<file path="src/rtl/tx_dma.sv">
`default_nettype none
// ============================================================================
// Module   : tx_dma
// Purpose  : User-side transmit frame buffer for the UART adaptive path.
//            User bytes are queued in a small FIFO and grouped into a frame.
//            Once user writes pause for P_GAP cycles, or the FIFO fills, the
//            frame is drained byte-by-byte to the UART transmitter over a
//            valid/ready handshake. Writes arriving during the drain join
//            the current frame.
// Ports    : i_clk           system clock, rising edge
//            i_rst_n         asynchronous active-low reset
//            i_user_tx_data  user byte to queue
//            i_user_tx_valid user write request
//            o_user_tx_ready FIFO not full
//            o_tx_data       byte presented to the UART transmitter
//            o_tx_valid      o_tx_data valid, held until accepted
//            i_tx_ready      UART transmitter can take a byte
//            o_frame_done    (optional) pulse after the last byte of a frame
//            o_frame_len     (optional) byte count of the finished frame
// Options  : define TX_DMA_FRAME_INFO_EN to add o_frame_done / o_frame_len.
// Revision : 1.0 - initial release
// ============================================================================
module tx_dma #(
    parameter int P_WIDTH = 8,
    parameter int P_DEPTH = 8,
    parameter int P_GAP   = 100
) (
    input  logic               i_clk,
    input  logic               i_rst_n,
    input  logic [P_WIDTH-1:0] i_user_tx_data,
    input  logic               i_user_tx_valid,
    output logic               o_user_tx_ready,
    output logic [P_WIDTH-1:0] o_tx_data,
    output logic               o_tx_valid,
    input  logic               i_tx_ready
`ifdef TX_DMA_FRAME_INFO_EN
    ,
    output logic               o_frame_done,
    output logic [15:0]        o_frame_len
`endif
);

    localparam int c_AW = $clog2(P_DEPTH);
    localparam int c_PW = c_AW + 1;
    localparam int c_GW = $clog2(P_GAP);
    localparam logic [c_PW-1:0] c_DEPTH_CNT = c_PW'(P_DEPTH);
    localparam logic [c_GW-1:0] c_GAP_LAST  = c_GW'(P_GAP - 1);

    typedef enum logic [1:0] {
        ST_IDLE    = 2'd0,
        ST_COLLECT = 2'd1,
        ST_FETCH   = 2'd2,
        ST_SEND    = 2'd3
    } state_t;

    state_t r_state;
    state_t w_state_nxt;

    // ------------------------------------------------------------------------
    // FIFO storage and pointers (extra MSB distinguishes full from empty)
    // ------------------------------------------------------------------------
    logic [P_WIDTH-1:0] r_mem [P_DEPTH];
    logic [c_PW-1:0]    r_wr_ptr;
    logic [c_PW-1:0]    r_rd_ptr;
    logic [c_PW-1:0]    w_count;
    logic [c_PW-1:0]    w_count_nxt;
    logic               w_full;
    logic               w_empty;
    logic               w_full_nxt;
    logic               w_wr_en;
    logic               w_pop;
    logic               w_handshake;
    logic               w_leave_collect;

    logic [c_GW-1:0]    r_gap_cnt;
    logic [P_WIDTH-1:0] r_tx_data;
    logic               r_tx_valid;

    assign w_empty = (r_wr_ptr == r_rd_ptr);
    assign w_full  = (r_wr_ptr[c_AW] != r_rd_ptr[c_AW]) &&
                     (r_wr_ptr[c_AW-1:0] == r_rd_ptr[c_AW-1:0]);

    // Full blocks writes even when a pop happens in the same cycle.
    assign w_wr_en     = i_user_tx_valid && !w_full;
    assign w_pop       = (r_state == ST_FETCH);
    assign w_handshake = r_tx_valid && i_tx_ready;

    // Occupancy after this cycle; used for the "full at end of cycle" exit.
    assign w_count     = r_wr_ptr - r_rd_ptr;
    assign w_count_nxt = w_count + c_PW'(w_wr_en) - c_PW'(w_pop);
    assign w_full_nxt  = (w_count_nxt == c_DEPTH_CNT);

    assign o_user_tx_ready = !w_full;
    assign o_tx_data       = r_tx_data;
    assign o_tx_valid      = r_tx_valid;

    always_ff @(posedge i_clk) begin
        if (w_wr_en) begin
            r_mem[r_wr_ptr[c_AW-1:0]] <= i_user_tx_data;
        end
    end

    always_ff @(posedge i_clk or negedge i_rst_n) begin
        if (!i_rst_n) begin
            r_wr_ptr <= '0;
            r_rd_ptr <= '0;
        end else begin
            if (w_wr_en) begin
                r_wr_ptr <= r_wr_ptr + c_PW'(1);
            end
            if (w_pop) begin
                r_rd_ptr <= r_rd_ptr + c_PW'(1);
            end
        end
    end

    // ------------------------------------------------------------------------
    // Frame FSM
    // ------------------------------------------------------------------------
    always_ff @(posedge i_clk or negedge i_rst_n) begin
        if (!i_rst_n) begin
            r_state <= ST_IDLE;
        end else begin
            r_state <= w_state_nxt;
        end
    end

    always_comb begin
        w_state_nxt     = r_state;
        w_leave_collect = 1'b0;
        case (r_state)
            // A leftover byte (written on the final handshake) also starts
            // a new frame.
            ST_IDLE: begin
                if (w_wr_en || !w_empty) begin
                    w_state_nxt = ST_COLLECT;
                end
            end
            ST_COLLECT: begin
                if ((r_gap_cnt == c_GAP_LAST) || w_full_nxt) begin
                    w_state_nxt     = ST_FETCH;
                    w_leave_collect = 1'b1;
                end
            end
            ST_FETCH: begin
                w_state_nxt = ST_SEND;
            end
            ST_SEND: begin
                if (w_handshake) begin
                    w_state_nxt = w_empty ? ST_IDLE : ST_FETCH;
                end
            end
            default: begin
                w_state_nxt = ST_IDLE;
            end
        endcase
    end

    // Gap timer only runs while collecting; any accepted write restarts it.
    always_ff @(posedge i_clk or negedge i_rst_n) begin
        if (!i_rst_n) begin
            r_gap_cnt <= '0;
        end else if ((r_state != ST_COLLECT) || w_wr_en || w_leave_collect) begin
            r_gap_cnt <= '0;
        end else begin
            r_gap_cnt <= r_gap_cnt + c_GW'(1);
        end
    end

    // Output register doubles as the registered FIFO read port: the popped
    // entry lands here on the FETCH->SEND edge together with valid.
    always_ff @(posedge i_clk or negedge i_rst_n) begin
        if (!i_rst_n) begin
            r_tx_data  <= '0;
            r_tx_valid <= 1'b0;
        end else begin
            if (w_pop) begin
                r_tx_data  <= r_mem[r_rd_ptr[c_AW-1:0]];
                r_tx_valid <= 1'b1;
            end else if (w_handshake) begin
                r_tx_valid <= 1'b0;
            end
        end
    end

`ifdef TX_DMA_FRAME_INFO_EN
    // ------------------------------------------------------------------------
    // Frame statistics
    // ------------------------------------------------------------------------
    logic [15:0] r_byte_cnt;
    logic [15:0] w_byte_cnt_inc;
    logic        w_last_hs;
    logic        r_frame_done;
    logic [15:0] r_frame_len;

    assign w_byte_cnt_inc = (r_byte_cnt == 16'hFFFF) ? r_byte_cnt : r_byte_cnt + 16'd1;
    assign w_last_hs      = w_handshake && w_empty;

    always_ff @(posedge i_clk or negedge i_rst_n) begin
        if (!i_rst_n) begin
            r_byte_cnt   <= '0;
            r_frame_done <= 1'b0;
            r_frame_len  <= '0;
        end else begin
            r_frame_done <= w_last_hs;
            if (w_leave_collect) begin
                r_byte_cnt <= '0;
            end else if (w_handshake) begin
                r_byte_cnt <= w_byte_cnt_inc;
            end
            if (w_last_hs) begin
                r_frame_len <= w_byte_cnt_inc;
            end
        end
    end

    assign o_frame_done = r_frame_done;
    assign o_frame_len  = r_frame_len;
`endif

endmodule
`default_nettype wire

</file>
<file path="config.mk">
export PLATFORM = sky130hd
export DESIGN_NAME = tx_dma
export DESIGN_NICKNAME = d
export VERILOG_FILES = /design/src/rtl/tx_dma.sv
export SDC_FILE = /design/constraint.sdc
export NUM_CORES = 1
export LEC_CHECK = 0
export ABC_AREA = 1
export BUFFER_PORTS_ARGS = -buffer_cell sky130_fd_sc_hd__buf_2
export CORE_MARGIN = 2
export CORE_UTILIZATION = 40
export DETAILED_ROUTE_END_ITERATION = 6
export PLACE_DENSITY = 0.61
export SETUP_SLACK_MARGIN = 0.05
export SLEW_MARGIN = 30
export SYNTH_ARGS = -nofsm -noshare
export SYNTH_HDL_FRONTEND = slang
export SYNTH_SLANG_ARGS = --single-unit
export TNS_END_PERCENT = 20
</file>
<file path="constraint.sdc">
create_clock -name i_clk -period 7.3 [get_ports i_clk]
set_clock_uncertainty 0.1 [all_clocks]
set_input_delay 0.365 -clock i_clk [delete_from_list [all_inputs] [get_ports i_clk]]
set_output_delay 0.365 -clock i_clk [all_outputs]
set_load 0.1 [all_outputs]
</file>
==> flow_summary.toml, run 1 <==
[run_status]
status = "completed"

[placed_design]
dp_hpwl_mm = 5.094
port_buffers = 21
dp.cells = 485
dpl_cell_area_um2 = 4110
gp_congestion = 0.7663

[synthesis]
syn_area_per_cell_um2 = 11.26
yosys.area.top_type = "edfxtp_1"
synth_top_area_share_pct = 49.60
yosysWarnings = 0
syn_inst = 344
synth_common_cells = "nand2_1, edfxtp_1, nor2_1"
synth_seq_cells = 90
async_reset_ff_share_pct = 28.89
synth_edf_count = 64
synth.top_cells.by_area = "edfxtp_1, dfrtp_1, nand2_1, nand3_1, nor2_1"
syn_area_um2 = 3875
syn_nets = 365
synth-main-ff-cell = "edfxtp_1"
ys_types = 31
synth.most_common_cell = "nand2_1"
ys_seq_area_share_pct = 66.39

[cts]
hold_buffers = 1
clkTransAtPathRegs_ns = 0.09
cts_buffer_depth = 2
tritoncts = "yes"
cts_sinks = 90
ctsResizeCount = 0
cts_max_level = 3
cts_root_buf = "clkbuf_8"
clkLatencyLatePin_ns = 0.36
cts_inserted_buffers = 9
cts_setup_buffers = 0

[die]
core_um2 = 9328
rows = 35
boundaryPins = 22
fp.dieH_um = 102.4
initial_core_util_pct = 41.54
die_width_um = 102.4
dieArea_um2 = 10490

[layout]
seq_area_um2 = 2572
drive_above_1_share_pct = 16.89
fin_cells = 502
syn2layout_area_growth_pct = 11.75
stdcell_area_um2 = 4330
fillCellCount = 867
nets = 389
multiInputGateArea_um2 = 1182
diodes = 0

[detailed_routing]
antenna_left = 0
vias = 2551
wl_per_cell_um = 15.79
drcViolationCount = 0
drt-initial-drc-count = 141
vias_per_cell = 5.082
first_pass_iters = 4
wl_mm = 7.925

[grt]
grt_pass1_vias = 2400
globalRouteOverflowTotal = 0
grt_max_degree = 38
antenna_found_initial = 0
track_usage_pct = 16.30
grt_pass1_wl_mm = 12.48

[timing]
timing.hold.ws_ns = 0.09167
finalCritPeriodShare_pct = 49.75
rsz0062_at_grt = "false"
hold_viol_final = 0
tns_ns = 0
final-setup-viol-count = 0
min_period_ns = 3.632
slew_viol_final = 0
maxSlewHeadroom_pct = 36.12
fmax_mhz = 275.3
worst_pin_slew_ns = 0.9547

[worst_setup_path]
path_cells = "nor2_2 > inv_2 > fa_1 > fa_1 > ha_1 > fa_1 > xnor2_1 > nand3_1 > nand3_1 > nand3_4 > nor2_2"
crit_buf_inv = 1
end_kind = "register"
cpPeakStageDelay_ns = 0.56
critPathRequiredTime_ns = 7.49
critical_path_class = "reg2reg"
cp-start-kind = "register"
critPathArrivalTime_ns = 3.82
rrSetupSlack_ns = 3.67
slowest_stage = "nor2_2"
cp_common_cell = "fa_1"
critPathTopFamily = "adder cells"
path_max_fanout = 13

[pwr]
power_density_nw_per_um2 = 441.8
leakagePower_nw = 1.675
ir_drop_v = 0.0002588

[min_path]
min_path_type = "in2reg"

[run]
drv_cap = 0
[worst reg2reg max path, stage by stage, from the launching register on]
cell and delay [ns]:
dfrtp_1 0.43, nor2_2 0.56, inv_2 0.26, fa_1 0.46, fa_1 0.45, ha_1 0.22, fa_1 0.37, xnor2_1 0.21
nand3_1 0.10, nand3_1 0.15, nand3_4 0.15, nor2_2 0.11
[power by group]
group | leakage [nW] | internal, mW | switching (mW) | total, mW
sequential | 0.911 | 0.658 | 0.0726 | 0.731
combinational | 0.664 | 0.218 | 0.619 | 0.836
clock | 0.0990 | 0.163 | 0.183 | 0.346
total | 1.67 | 1.04 | 0.874 | 1.91
[per-layer routing]
metal	track usage [%]	vias to the layer above	wire, µm
li1	-	1229	-
met1	22.60	1249	3722
met2	25.79	63	3751
met3	3.146	10	353
met4	5.641	0	97
met5	0	-	0
[flip-flops by register name, summed over array words and instances (netlist names)]
name	flops
r_mem	64
o_tx_data	8
r_gap_cnt	7
r_rd_ptr	4
r_wr_ptr	4
r_state	2
o_tx_valid	1
[kinds of logic (layout without fill, tap and decap cells)]
| logic type | Yosys count | in the layout | synth area share [%] |
|---|---|---|---|
| xor+xnor | 9 | 9 | 2.034 |
| buf+inv | 32 | 61 | 3.455 |
| fa+ha+maj | 9 | 9 | 3.487 |
| flops | 90 | 90 | 66.39 |
| compound gates | 31 | 31 | 4.714 |
| simple gates | 173 | 173 | 19.92 |
[final timing paths]
check,from,end,cells after the start
worst max-delay path,r_state[0],r_gap_cnt[5],11
worst min-delay path,i_tx_ready,o_tx_valid,2
max in group asynchronous,i_rst_n,r_wr_ptr[0],2
worst max register to register,r_state[0],r_gap_cnt[5],11
min in group asynchronous,i_rst_n,r_gap_cnt[3],2
worst min register to register,r_gap_cnt[0],r_gap_cnt[0],1
[metrics by stage]
| step | utilization, % | setup WS, ns | power (mW) |
|---|---|---|---|
| floorplan | - | 4.025 | 1.389 |
| global placement | 44.06 | 3.504 | 1.557 |
| detailed placement | 44.06 | 3.382 | 1.580 |
| CTS | 46.34 | 3.361 | 1.927 |
| global route | 46.43 | 3.453 | 2.050 |
| finish | 46.43 | 3.668 | 1.913 |
[layout make-up]
| type | instances | area share, % |
|---|---|---|
| flip-flops and latches | 90 | 59.40 |
| multi-input cells | 222 | 27.30 |
| well taps | 129 | 3.727 |
| repair buffers | 24 | 3.005 |
| clock buffers | 10 | 2.947 |
| inverters | 21 | 1.878 |
| clock inverters | 6 | 1.734 |
[cell usage in the layout, fill, tap and decap left out, drive strengths merged, types with 3 or more instances in the layout]
cell type   n
inv        22
nand2      88
fa          3
xor2        7
o21ai      20
nor2       43
dfrtp      26
nand4       7
o211ai      9
nand3      30
buf        23
clkinv      3
clkbuf     10
edfxtp     64
ha          6
Power figures use the tool's default switching activity.
==> run 2: changes to the inputs <==
clock period = 3.6 ns   (was 7.3 ns; I/O delays follow)
==> run 2 against run 1 <==
- combinational power rose by 110%
- count of clock-buffer cells in the layout fell by 1
- hold slack got worse by 0.075 ns
- sequential share of layout area fell by 1.2 points
- critical path depth rose by 1
- via count fell by 0.12%
- first-iteration DRC count fell by 23%
- cell count rose by 2.2%
- clock power rose by 110%
- setup slack got worse by 3.2 ns
- die area did not move
- highest routed layer unchanged
==> flow_summary.toml, run 2 (synthesized netlist as in run 1, its figures left out) <==
[layout]
drive_above_1_share_pct = 17.45
fin_cells = 513
final_util_pct = 47.42
syn2layout_area_growth_pct = 14.14
layout_commonest_cell = "nand2_1"
stdcell_area_um2 = 4423
final_cell_mix = "nand2_1, edfxtp_1, nor2_1, nand3_1, dfrtp_1"
nets = 400
largest_reg_flops = 64
diodes = 0

[placed_design]
dp.cells = 491
dp_hpwl_mm = 5.294
dpl_cell_area_um2 = 4155
gp_congestion = 0.8405
port_buffers = 21

[grt]
track_usage_pct = 16.81
globalRouteOverflowTotal = 0
grt_max_degree = 36
antenna_found_initial = 0
grt_pass1_wl_mm = 13.01
grt_pass1_vias = 2477

[worst_setup_path]
path_max_fanout = 12
cp-start-kind = "register"
rrSetupSlack_ns = 0.47
slowest_stage = "fa_1"
critPathRequiredTime_ns = 3.75
path_cells = "nor2_1 > inv_2 > fa_1 > fa_1 > ha_1 > fa_1 > xnor2_1 > nand3_1 > nand3_1 > nand2_1 > nand3_1 > nand2_1"
rr_startpoint = "r_state[0]"
critPathArrivalTime_ns = 3.27
worst_r2r_path_depth = 12
critical_path_class = "reg2reg"
cpPeakStageDelay_ns = 0.45
rr_endpoint = "r_state[1]"
end_kind = "register"

[timing]
finalCritPeriodShare_pct = 86.84
hold_viol_final = 0
final-setup-viol-count = 0
tns_ns = 0
maxSlewHeadroom_pct = 44.82
worst_pin_slew_ns = 0.8246
rsz0062_at_grt = "false"
slew_viol_final = 0
fmax_mhz = 319.9
min_period_ns = 3.126

[cts]
cts_inserted_buffers = 9
tritoncts = "yes"
clkLatencyLatePin_ns = 0.35
cts_root_buf = "clkbuf_8"
cts_max_level = 3
cts_buffer_depth = 2
clkTransAtPathRegs_ns = 0.09
cts_setup_buffers = 0
cts_sinks = 90

[die]
boundaryPins = 22
dieArea_um2 = 10490
die_width_um = 102.4
initial_core_util_pct = 41.54
core_um2 = 9328
fp.dieH_um = 102.4
rows = 35

[detailed_routing]
antenna_left = 0
drt-initial-drc-count = 109
drcViolationCount = 0
first_pass_iters = 4
wl_per_cell_um = 15.60
wl_mm = 8.004
vias_per_cell = 4.967
vias = 2548

[min_path]
hp-start = "i_user_tx_data[5]"
min_to = "r_mem[3][5]"
min_path_type = "in2reg"
hold_path_depth = 1

[run]
drv_cap = 0

[run_status]
status = "completed"

[pwr]
leakagePower_nw = 1.736
ir_drop_v = 0.0004322
power_density_nw_per_um2 = 888.0
==> run 2: cell count changes in the layout (fill, tap and decap cells not counted), sizes merged <==
cell | before | now
buf | 23 | 29
dlygate4sd3 | 1 | 6
inv | 22 | 24
clkbuf | 10 | 9
clkinvlp | 1 | 0
==> run 2: worst max path at each step <==
stage                            from      endpoint  slack (ns)  cells after the start
after floorplan           r_wr_ptr[2]    r_state[1]        0.33                     14
after global placement     r_state[0]  r_gap_cnt[5]        0.59                     11
after detailed placement   r_state[0]  r_gap_cnt[5]        0.47                     11
after CTS                  r_state[0]  r_gap_cnt[0]        0.45                     11
after global routing       r_state[0]  r_gap_cnt[0]        0.28                     11
final                      r_state[0]    r_state[1]        0.47                     12
==> run 2: per-stage QoR <==
stage	worst slack (ns)	hold slack (ns)	power [mW]
floorplan	0.3254	-0.2156	2.817
global placement	0.5878	0.1090	3.192
detailed placement	0.4679	0.1146	3.237
CTS	0.4484	0.003120	3.965
global route	0.2771	0.004702	4.220
finish	0.4737	0.01630	3.928
==> run 2: timing repair <==
action	4_1_cts	5_1_grt
gates resized for setup	0	0
endpoints found under the hold margin	59	0
hold buffers	6	0
==> run 2: worst max-delay path: cells and delay by family, from the launching register on <==
family                     cells  cell delay (ns)
xor gates and xnor gates       1             0.21
adders and majority gates      4             1.44
buffers and inverters          1             0.15
DFF                            1             0.43
and+or+nand+nor                6             0.69
==> run 2: layer usage <==
metal  global-route usage [%]  vias to the layer above  part of all wire [%]
met5                        0                        -                     0
met4                    6.872                        0                   1.3
met3                    3.215                       10                   4.9
met2                    25.64                       59                    47
met1                    23.71                     1234                    47
li1                         -                     1245                     -
==> run 2: report_power, final <==
group	switching [mW]	internal (mW)	leakage, nW
registers	0.119	1.34	0.911
clock network	0.388	0.336	0.108
logic	1.28	0.467	0.717
==> run 2: area by class of cell <==
type	count	area, µm²
Clock buffer	9	123.9
Clock inverter	7	83.83
Fill cell	851	4905
Inverter	21	81.33
Multi-Input combinational cell	222	1175
Sequential cell	90	2572
Tap cell	129	161.4
Timing Repair Buffer	35	225.2
